==> config.mk <==
export PLATFORM = sky130hd
export DESIGN_NAME = int_ctrl_flat
export DESIGN_NICKNAME = d
export VERILOG_FILES = /design/src/rtl/int_ctrl_if.sv /design/src/rtl/int_ctrl.sv /design/src/flat_wrapper.sv
export SDC_FILE = /design/constraint.sdc
export NUM_CORES = 1
export LEC_CHECK = 0
export BUFFER_PORTS_ARGS = -buffer_cell sky130_fd_sc_hd__buf_2
export CAP_MARGIN = 20
export CORE_MARGIN = 4
export CORE_UTILIZATION = 36
export CTS_BUF_LIST = sky130_fd_sc_hd__clkbuf_4
export DETAILED_ROUTE_END_ITERATION = 10
export PLACE_DENSITY = 0.66
export SYNTH_ARGS = -nofsm -noshare
export SYNTH_HDL_FRONTEND = slang
export SYNTH_SLANG_ARGS = --single-unit
==> constraint.sdc <==
create_clock -name clk -period 1.3 [get_ports clk]
set_input_delay 0.325 -clock clk [delete_from_list [all_inputs] [get_ports clk]]
set_output_delay 0.325 -clock clk [all_outputs]
set_load 0.02 [all_outputs]
==> src/rtl/int_ctrl_if.sv <==
// Register-window bus between the system bridge and the interrupt controller.
// The bridge is the master: it drives the write strobe, address and data.
// The controller is the slave: it returns combinational read data.
interface int_ctrl_if;
    logic        we;
    logic [3:0]  addr;
    logic [31:0] wdata;
    logic [31:0] rdata;

    modport master (
        output we,
        output addr,
        output wdata,
        input  rdata
    );

    modport slave (
        input  we,
        input  addr,
        input  wdata,
        output rdata
    );
endinterface

==> src/rtl/int_ctrl.sv <==
// Programmable interrupt controller feeding the CP0 HWInt input.
// Six raw lines are synchronised, then edge- or level-detected into PENDING.
// PENDING is masked by ENABLE to drive hw_int. Software reaches MODE, ENABLE,
// PENDING and CLAIM through a four-word window. int_ack from the CP0 wrapper
// latches the highest-priority active source into CLAIM and, for edge
// sources, optionally retires its pending bit.
module int_ctrl #(
    parameter int SYNC_STAGES = 2,   // legal range 2..3
    parameter bit AUTO_CLR    = 1'b1
) (
    input  logic       clk,
    input  logic       reset,
    input  logic [5:0] irq_in,
    int_ctrl_if.slave  bus,
    input  logic       int_ack,
    output logic [5:0] hw_int
);

    typedef enum logic [1:0] {
        REG_MODE    = 2'd0,
        REG_ENABLE  = 2'd1,
        REG_PENDING = 2'd2,
        REG_CLAIM   = 2'd3
    } reg_sel_e;

    if (SYNC_STAGES < 2 || SYNC_STAGES > 3) begin : g_bad_sync
        $error("int_ctrl: SYNC_STAGES must be 2 or 3");
    end

    logic [5:0] sync_q [SYNC_STAGES];
    logic [5:0] s;
    logic [5:0] s_prev;

    logic [5:0] mode;
    logic [5:0] enable;
    logic [5:0] pending;
    logic [5:0] pending_nxt;
    logic       claim_valid_q;
    logic [2:0] claim_id_q;

    logic [5:0] masked;
    logic       claim_valid;
    logic [2:0] claim_id;
    logic [5:0] auto_mask;
    logic [5:0] w1c_mask;
    logic [5:0] mode_chg;
    logic [5:0] rise;

    reg_sel_e   sel;
    logic       wr_mode;
    logic       wr_enable;
    logic       wr_pending;

    assign sel        = reg_sel_e'(bus.addr[3:2]);
    assign wr_mode    = bus.we && (sel == REG_MODE);
    assign wr_enable  = bus.we && (sel == REG_ENABLE);
    assign wr_pending = bus.we && (sel == REG_PENDING);

    // Synchroniser chain for the asynchronous lines, plus the previous-value flop.
    always_ff @(posedge clk) begin
        // NOTE: every stage of the chain is reset, not just the first, so a
        // line held high across reset is seen as a fresh rising edge.
        if (reset) begin
            for (int i = 0; i < SYNC_STAGES; i++) begin
                sync_q[i] <= '0;
            end
            s_prev <= '0;
        end else begin
            // NOTE: non-blocking assignments let each stage capture the value
            // its neighbour held before the edge, forming a true shift chain.
            sync_q[0] <= irq_in;
            for (int i = 1; i < SYNC_STAGES; i++) begin
                sync_q[i] <= sync_q[i-1];
            end
            s_prev <= s;
        end
    end

    assign s    = sync_q[SYNC_STAGES-1];
    assign rise = s & ~s_prev;

    assign masked = pending & enable;
    assign hw_int = masked;

    // Priority pick of the claim candidate and the clear masks for this edge.
    always_comb begin
        // NOTE: every output of this block is given a default first so no
        // path through it can leave a value unassigned and infer a latch.
        claim_valid = |masked;
        claim_id    = 3'd0;
        auto_mask   = '0;
        w1c_mask    = '0;
        mode_chg    = '0;
        // Scanning upward lets the highest-numbered set bit win.
        for (int i = 0; i < 6; i++) begin
            if (masked[i]) begin
                claim_id = 3'(i);
            end
        end
        if (AUTO_CLR && int_ack && claim_valid) begin
            auto_mask = 6'(1) << claim_id;
        end
        if (wr_pending) begin
            w1c_mask = bus.wdata[5:0];
        end
        if (wr_mode) begin
            mode_chg = bus.wdata[5:0] ^ mode;
        end
    end

    // Next pending: edge bits set on a rise (set beats clear), level bits track s,
    // and any bit whose mode is being flipped is dropped.
    always_comb begin
        pending_nxt = ((mode & (rise | (pending & ~(w1c_mask | auto_mask))))
                      | (~mode & s)) & ~mode_chg;
    end

    // Pending state register.
    always_ff @(posedge clk) begin
        if (reset) begin
            pending <= '0;
        end else begin
            pending <= pending_nxt;
        end
    end

    // Software-programmed MODE and ENABLE registers.
    always_ff @(posedge clk) begin
        if (reset) begin
            mode   <= '0;
            enable <= '0;
        end else begin
            if (wr_mode) begin
                mode <= bus.wdata[5:0];
            end
            if (wr_enable) begin
                enable <= bus.wdata[5:0];
            end
        end
    end

    // CLAIM capture on interrupt entry; an empty candidate set records "none".
    always_ff @(posedge clk) begin
        if (reset) begin
            claim_valid_q <= 1'b0;
            claim_id_q    <= 3'd0;
        end else if (int_ack) begin
            claim_valid_q <= claim_valid;
            claim_id_q    <= claim_valid ? claim_id : 3'd0;
        end
    end

    // Combinational read mux over the register window.
    always_comb begin
        bus.rdata = '0;
        unique case (sel)
            REG_MODE:    bus.rdata = {26'd0, mode};
            REG_ENABLE:  bus.rdata = {26'd0, enable};
            REG_PENDING: bus.rdata = {26'd0, pending};
            REG_CLAIM:   bus.rdata = {claim_valid_q, 28'd0, claim_id_q};
            default:     bus.rdata = '0;
        endcase
    end

endmodule

==> src/flat_wrapper.sv <==
// flat-port wrapper written by rule: the top's interface ports become plain ports
module int_ctrl_flat 
#(
    parameter int SYNC_STAGES = 2,                      
    parameter bit AUTO_CLR    = 1'b1
)
  (clk, reset, irq_in, int_ack, hw_int, bus_we, bus_addr, bus_wdata, bus_rdata);
  int_ctrl_if bus_i ();
  input  logic clk;
  input  logic reset;
  input  logic [5:0] irq_in;
  input  logic int_ack;
  output logic [5:0] hw_int;
  input wire logic [$bits(bus_i.we)-1:0] bus_we;
  input wire logic [$bits(bus_i.addr)-1:0] bus_addr;
  input wire logic [$bits(bus_i.wdata)-1:0] bus_wdata;
  output wire logic [$bits(bus_i.rdata)-1:0] bus_rdata;
  assign bus_i.we = bus_we;
  assign bus_i.addr = bus_addr;
  assign bus_i.wdata = bus_wdata;
  assign bus_rdata = bus_i.rdata;
  int_ctrl #(.SYNC_STAGES(SYNC_STAGES), .AUTO_CLR(AUTO_CLR)) u_core (.clk(clk), .reset(reset), .irq_in(irq_in), .bus(bus_i), .int_ack(int_ack), .hw_int(hw_int));
endmodule
==> summary.md, run 1 <==
| Metric | Value |
|---|---|
| H-tree levels | 2 |
| Die Width | 80.28 um |
| Predominant post-synthesis flop cell | dfxtp_1 |
| Post-Syn Area | 1881 um2 |
| Worst-path cell chain | mux4_2 -> buf_6 |
| Fin. max-slew vios | 0 |
| Worst r2r path cells | 6 |
| Post-synthesis async set-or-reset flop share | 0% |
| Final worst slack | -0.3409 ns |
| Crit Path Max Fanout | 2 |
| CP arrival | 1.32 ns |
| Total Routed Length | 4.570 mm |
| Slowest cell on crit path | mux4_2 |
| Total CTS buffers | 5 |
| Yosys reg bits | 40 |
| Cells after DPL | 329 |
| Outcome | finished, violations left |
| Violated checks | negative setup slack |
| Fraction of layout cells with a size suffix above 1 | 45.94% |
| First-pass detailed-route iteration total | 4 |
| Synth Area in Compound Gates | 12.84% |
| Syn Inst Count | 210 |
| Max Root-Sink Buffers | 2 |
| Largest net degree at the start of global routing | 20 |
| Fmax | 0.6094 GHz |
| Syn-to-layout area delta | 40.52% |
| Max incr delay on CP | 0.49 ns |
| Worst path depth | 2 |
| Drt via density | 4.592 |
| RD Place Congestion | 0.8257 |
| Clock Root Buffer | clkbuf_4 |
| Worst setup path class | reg2out |
| Crit end category | primary output |
| Number of enable flip-flop cells after synthesis | 0 |
| TritonCTS clock tree | yes |
| Area leader, netlist | dfxtp_1 |
| Hold Crit Class | in2reg |
| Max_cap viols | 0 |
| Total chip power | 2.238 mW |
| DIE AREA | 6444 um2 |
| DR iter-0 viols | 57 |
| Simple-gate share of the synthesized area | 20.96% |
| Worst EP required | 0.98 ns |
| Xor/xnor share of the synthesized area | 1.863% |
| Final ANT Viol Nets | 0 |
| Yosys cell types | 36 |
| Clock transition at the registers of the reported paths | 0.11 ns |
| Final hold viol count | 0 |
| Avg WL per Cell | 12.95 um |
| Delay-heaviest family, CP | multiplexers |
| Power Internal | 1.621 mW |
| Leak | 1.253 nW |
| Largest family of logic cells by synthesized area | simple AND/OR/NAND/NOR gates |
| Tcrit/Tclk final | 126.2% |
| Fin Setup TNS | -1.656 ns |
| Initial antenna violation count | 0 |
| Worst clock skew | 0.01304 ns |
| Worst Hold Path Cells | 2 |
| Post-DP HPWL | 3.170 mm |
| Core footprint | 5075 um2 |
| Port bufs | 30 |
| Combinational share of power | 17.3% |
| Via count | 1621 |
| Starting density of the core | 37.06% |
| Final nets | 329 |
| Hold-fix buffers at CTS | 0 |
| IO Count | 84 |
| Seq pwr share | 57.6% |
| Unrepaired setup endpoints after global routing | true |
| Synth Warn # | 0 |
| Power Dens Cells | 847.1 nW/um2 |
| Sw frac | 27.59% |
| Synth Area in Adders | 0% |
| Vias in the first global route | 1517 |
| FP Rows | 26 |
| First-pass GRT wire length | 7.086 mm |
| Clock Power Share | 25.1% |
| Max VDD drop | 465.7 uV |
| Syn avg cell area | 8.955 um2 |
| Grt total ovfl | 0 |
| # DRC | 0 |
| Synth area leaders | dfxtp_1 43%, buf_4 10%, nand2_1 7.4% |
| Final setup fails | 13 |
| CTS Sinks | 40 |
| ANT cells | 0 |
| Sequential share of the synthesized area | 42.58% |
| Minimum clock period | 1.641 ns |
| CP startpoint kind | flop |
| Overall Global Routing Usage | 14.41% |
| Finished Layout Cells | 353 |
| Crit path buffers/inverters | 1 |
| Die height | 80.28 um |
| P_sw | 0.6175 mW |
| Area share of the largest cell type after synthesis | 42.58% |
| Worst Hold Slack | 0.1887 ns |
| Clock latency on the worst-skew pair | 0.34 ns |
| Multiplexer area fraction after synthesis | 8.383% |
-- cell usage in the layout, fill, tap and decap left out, drive strengths merged, types with 2 or more instances in the layout --
cell type	Yosys	final
a21boi	2	2
clkbuf	3	5
clkinv	0	2
a211oi	3	3
buf	30	75
mux2i	9	9
o21ai	5	5
conb	1	25
dfxtp	40	40
a22oi	3	3
nor3	2	2
nor2	13	13
xor2	3	3
nand2	37	37
inv	6	6
mux4	3	3
nor2b	19	19
nand4	2	2
a21oi	14	14
a2111oi	2	2
-- worst register-to-register path: cells and delay by family, from the launching register on --
family          cells  cell delay [ns]
flops               1             0.38
compound gates      3             0.54
buf+inv             2             0.26
simple gates        1             0.05
-- per-layer routing --
metal / wire length [um] / global-route usage [%] / vias up
li1: - / - / 800
met1: 1963 / 17.56 / 764
met2: 2193 / 23.01 / 49
met3: 333 / 4.596 / 8
met4: 80 / 6.588 / 0
met5: 0 / 0 / -
-- cells in the mapped netlist, types with 2 or more instances --
cell type   n
a22oi_1     3
mux2i_1     9
nand4_1     2
xor2_1      3
inv_1       6
a211oi_1    3
nand2_1    37
buf_2       3
nor2_1     13
dfxtp_1    40
mux4_2      3
clkbuf_1    3
a21oi_1    14
nor3_1      2
nor2b_1    19
o21ai_0     5
buf_4      26
-- power groups by stage --
stage	Clock (mW)	Combinational, mW	Sequential, mW
3_3_place_gp	0	0.323	1.32
3_5_place_dp	0	0.328	1.32
5_1_grt	0.654	0.419	1.29
4_1_cts	0.597	0.364	1.29
2_1_floorplan	0	0.265	1.32
6_report	0.562	0.388	1.29
-- area by class of cell --
cell class	count	area, um2
Clock inverter	2	7.507
Multi-Input combinational cell	155	1031
Clock buffer	5	37.54
Tap cell	70	87.58
Timing Repair Buffer	75	614.3
Sequential cell	40	839.6
Inverter	6	25.02
Fill cell	472	2432
-- sequential cells by signal (all words and copies together) (netlist names) --
name	count
u_core.sync_q	12
u_core.enable	6
u_core.mode	6
u_core.pending	6
u_core.s_prev	6
u_core.claim_id_q	3
u_core.claim_valid_q	1
-- kinds of logic after synthesis --
| kind of cell | count (synthesis) |
|---|---|
| compound gates | 34 |
| flops | 40 |
| buf+inv | 39 |
| mux | 12 |
| xor+xnor | 4 |
| simple gates | 80 |
| other cells | 1 |
-- final timing paths --
kind | from | endpoint | slack (ns)
max reg2reg | u_core.enable[5] | u_core.pending[1] | -0.04
min reg2reg | u_core.sync_q[0][0] | u_core.sync_q[0][6] | 0.45
min | irq_in[5] | u_core.sync_q[0][5] | 0.19
max | u_core.pending[0] | bus_rdata[0] | -0.34
-- per-stage QoR --
stage               worst slack (ns)  utilization [%]  cell area, um2
floorplan                   -0.02492                -            1983
global placement             -0.2915            43.47            2206
detailed placement           -0.2901            43.47            2206
CTS                          -0.3432            48.72            2472
global route                 -0.3907            52.07            2643
finish                       -0.3409            52.07            2643
-- timing repair --
action,CTS,global route
buffers inserted,10,10
gates resized for setup,58,36
cloned,0,0
setup endpoints to repair,15,18
pin swaps,8,10
(Power assumes the default switching activity.)
==> inputs of run 2 (changes only) <==
--- a/config.mk
+++ b/config.mk
@@ -15,3 +15,4 @@
 export SYNTH_ARGS = -nofsm -noshare
 export SYNTH_HDL_FRONTEND = slang
 export SYNTH_SLANG_ARGS = --single-unit
+export TNS_END_PERCENT = 50
==> run 2 against run 1 <==
Effect of this change: the flow still finishes with violations (negative setup slack); non-clock buffer count fell by 1; setup slack gained 0.0052 ns; register-to-register slack worse by 0.08 ns; combinational power hardly changed; die area is the same; core utilization is 1.3 points lower; clock skew fell by 0.0041 ns; wire length shrank 0.28%; via count fell by 0.93%; critical path type unchanged; highest routed layer unchanged.
==> summary.md, run 2 (synthesis gave the netlist of run 1 again) <==
| Metric | Value |
|---|---|
| Outcome | finished, violations left (unchanged) |
| Violated checks | negative setup slack (unchanged) |
| Setup WS pre-CTS | -0.2901 ns (unchanged) |
| Max incr delay on CP | 0.47 ns (was 0.49 ns) |
| Final nets | 328 (was 329) |
| Vias in the first global route | 1498 (was 1517) |
| Leak | 1.215 nW (was 1.253 nW) |
| Worst EP required | 0.98 ns (about the same) |
| Post-DP HPWL | 3.170 mm (unchanged) |
| Total Routed Length | 4.557 mm (was 4.570 mm) |
| Fillcell total | 486 (was 472) |
| Final hold viol count | 0 (unchanged) |
| CTS Sinks | 40 (unchanged) |
| Starting density of the core | 37.06% (unchanged) |
| Max reg flops | 12 (unchanged) |
| Tcrit/Tclk final | 125.8% (was 126.2%) |
| FP Rows | 26 (unchanged) |
| Hold-fix buffers at CTS | 0 (unchanged) |
| Largest reg by FF count | u_core.sync_q (unchanged) |
| Power Dens Cells | 871.8 nW/um2 (was 847.1 nW/um2) |
| Commonest non-fill, non-tap cell in the layout | buf_4 (unchanged) |
| Initial antenna violation count | 0 (unchanged) |
| Total CTS buffers | 5 (unchanged) |
| TritonCTS clock tree | yes (unchanged) |
| Syn-to-layout area delta | 36.93% (was 40.52%) |
| Fin Setup TNS | -2.029 ns (was -1.656 ns) |
| Worst-path cell chain | mux4_2 -> buf_6 (unchanged) |
| First-pass detailed-route iteration total | 4 (unchanged) |
| Final setup fails | 14 (was 13) |
| Via count | 1606 (was 1621) |
| Final ANT Viol Nets | 0 (unchanged) |
| Port bufs | 30 (unchanged) |
| CP arrival | 1.31 ns (was 1.32 ns) |
| Worst clock skew | 0.008963 ns (was 0.01304 ns) |
| DP Area | 2206 um2 (unchanged) |
| Cell area after layout | 2575 um2 (was 2643 um2) |
| Commonest non-fill, non-tap cells in the layout | 36 x buf_4, 31 x nand2_1, 25 x conb_1, 22 x dfxtp_1, 21 x buf_6 (was 37 x buf_4, 30 x nand2_1, 25 x conb_1, 21 x buf_6, 21 x dfxtp_1) |
| Max_cap viols | 0 (unchanged) |
| Clock latency on the worst-skew pair | 0.34 ns (about the same) |
| Fin. max-slew vios | 0 (unchanged) |
| Busiest grt layer | met2 (unchanged) |
| Slowest cell on crit path | mux4_2 (unchanged) |
| IO Count | 84 (unchanged) |
| Grt total ovfl | 0 (unchanged) |
| Fmax | 0.6113 GHz (was 0.6094 GHz) |
| Crit Path Max Fanout | 2 (unchanged) |
| Max VDD drop | 465.1 uV (was 465.7 uV) |
| Hold Crit Class | in2reg (unchanged) |
| Finished Layout Cells | 352 (was 353) |
| Met2 usage | 22.02% (was 23.01%) |
| Final worst slack | -0.3357 ns (was -0.3409 ns) |
| Worst setup path class | reg2out (unchanged) |
| Clock transition at the registers of the reported paths | 0.12 ns (was 0.11 ns) |
| H-tree levels | 2 (unchanged) |
| Drt via density | 4.563 (was 4.592) |
| Avg WL per Cell | 12.95 um (about the same) |
| Fraction of layout cells with a size suffix above 1 | 43.26% (was 45.94%) |
| Cells after DPL | 329 (unchanged) |
| Largest net degree at the start of global routing | 20 (unchanged) |
| Clock Root Buffer | clkbuf_4 (unchanged) |
| RD Place Congestion | 0.8257 (unchanged) |
| CP startpoint kind | flop (unchanged) |
| # DRC | 0 (unchanged) |
| Crit end category | primary output (unchanged) |
| Unrepaired setup endpoints after global routing | true (unchanged) |
| First-pass GRT wire length | 6.927 mm (was 7.086 mm) |
| GR Util met3 | 4.372% (was 4.596%) |
| GRT met1 Usage | 17.55% (was 17.56%) |
| DIE AREA | 6444 um2 (unchanged) |
| ANT cells | 0 (unchanged) |
| Die Width | 80.28 um (unchanged) |
| Max Root-Sink Buffers | 2 (unchanged) |
| Die height | 80.28 um (unchanged) |
| Core footprint | 5075 um2 (unchanged) |
| Overall Global Routing Usage | 14.01% (was 14.41%) |
| DR iter-0 viols | 114 (was 57) |
| Minimum clock period | 1.636 ns (was 1.641 ns) |
[run 2: cell count changes in the layout (fill, tap and decap cells not counted), moves of 2 or more]
cell | before | now
dfxtp_4 | 6 | 2
dfxtp_2 | 13 | 16
a211oi_1 | 1 | 3
a211oi_2 | 2 | 0
a22oi_1 | 1 | 3
a22oi_2 | 2 | 0
inv_2 | 4 | 6
nand2_4 | 6 | 4
[run 2: power by group]
group | internal, mW | leakage (nW) | switching (mW)
Sequential | 1.27 | 0.336 | 0.0229
Clock | 0.189 | 0.0261 | 0.380
Combinational | 0.169 | 0.853 | 0.215
[run 2: final cells by class]
type / count / area, um2 / area share [%]
Timing Repair Buffer: 74 / 606.8 / 23.57
Tap cell: 70 / 87.58 / 3.401
Clock buffer: 5 / 37.54 / 1.458
Sequential cell: 40 / 828.3 / 32.17
Multi-Input combinational cell: 155 / 984.7 / 38.24
Clock inverter: 2 / 7.507 / 0.2915
Inverter: 6 / 22.52 / 0.8746
[run 2: timing repair]
action                                  4_1_cts  5_1_grt
resized for setup                            48       30
buffers inserted                              8        9
cloned                                        0        0
endpoints found under the setup margin       15       18
pin swaps                                     3        9
[run 2: worst paths after layout]
check | slack, ns | to | from | cells after the start
max | -0.34 | bus_rdata[0] | u_core.pending[0] | 2
min | 0.18 | u_core.sync_q[0][2] | irq_in[2] | 2
max reg2reg | -0.12 | u_core.pending[1] | u_core.enable[5] | 7
min reg2reg | 0.44 | u_core.sync_q[0][6] | u_core.sync_q[0][0] | 1
[run 2: critical path: cells and delay by family (launching register included)]
kind / cells / cell delay, ns
DFF: 1 / 0.35
buffers and inverters: 1 / 0.15
muxes: 1 / 0.47
[run 2: per-stage QoR]
step	hold slack (ns)	utilization [%]	total power, mW
5_1_grt	0.1640	50.74	2.365
4_1_cts	0.1670	47.73	2.244
3_3_place_gp	0.4161	43.47	1.642
6_report	0.1840	50.74	2.245
2_1_floorplan	0.4071	-	1.581
3_5_place_dp	0.4212	43.47	1.648
[run 2: layer usage]
| metal | vias up | wire length, um |
|---|---|---|
| li1 | 799 | - |
| met1 | 746 | 2029 |
| met2 | 53 | 2106 |
| met3 | 8 | 334 |
| met4 | 0 | 87 |
| met5 | - | 0 |
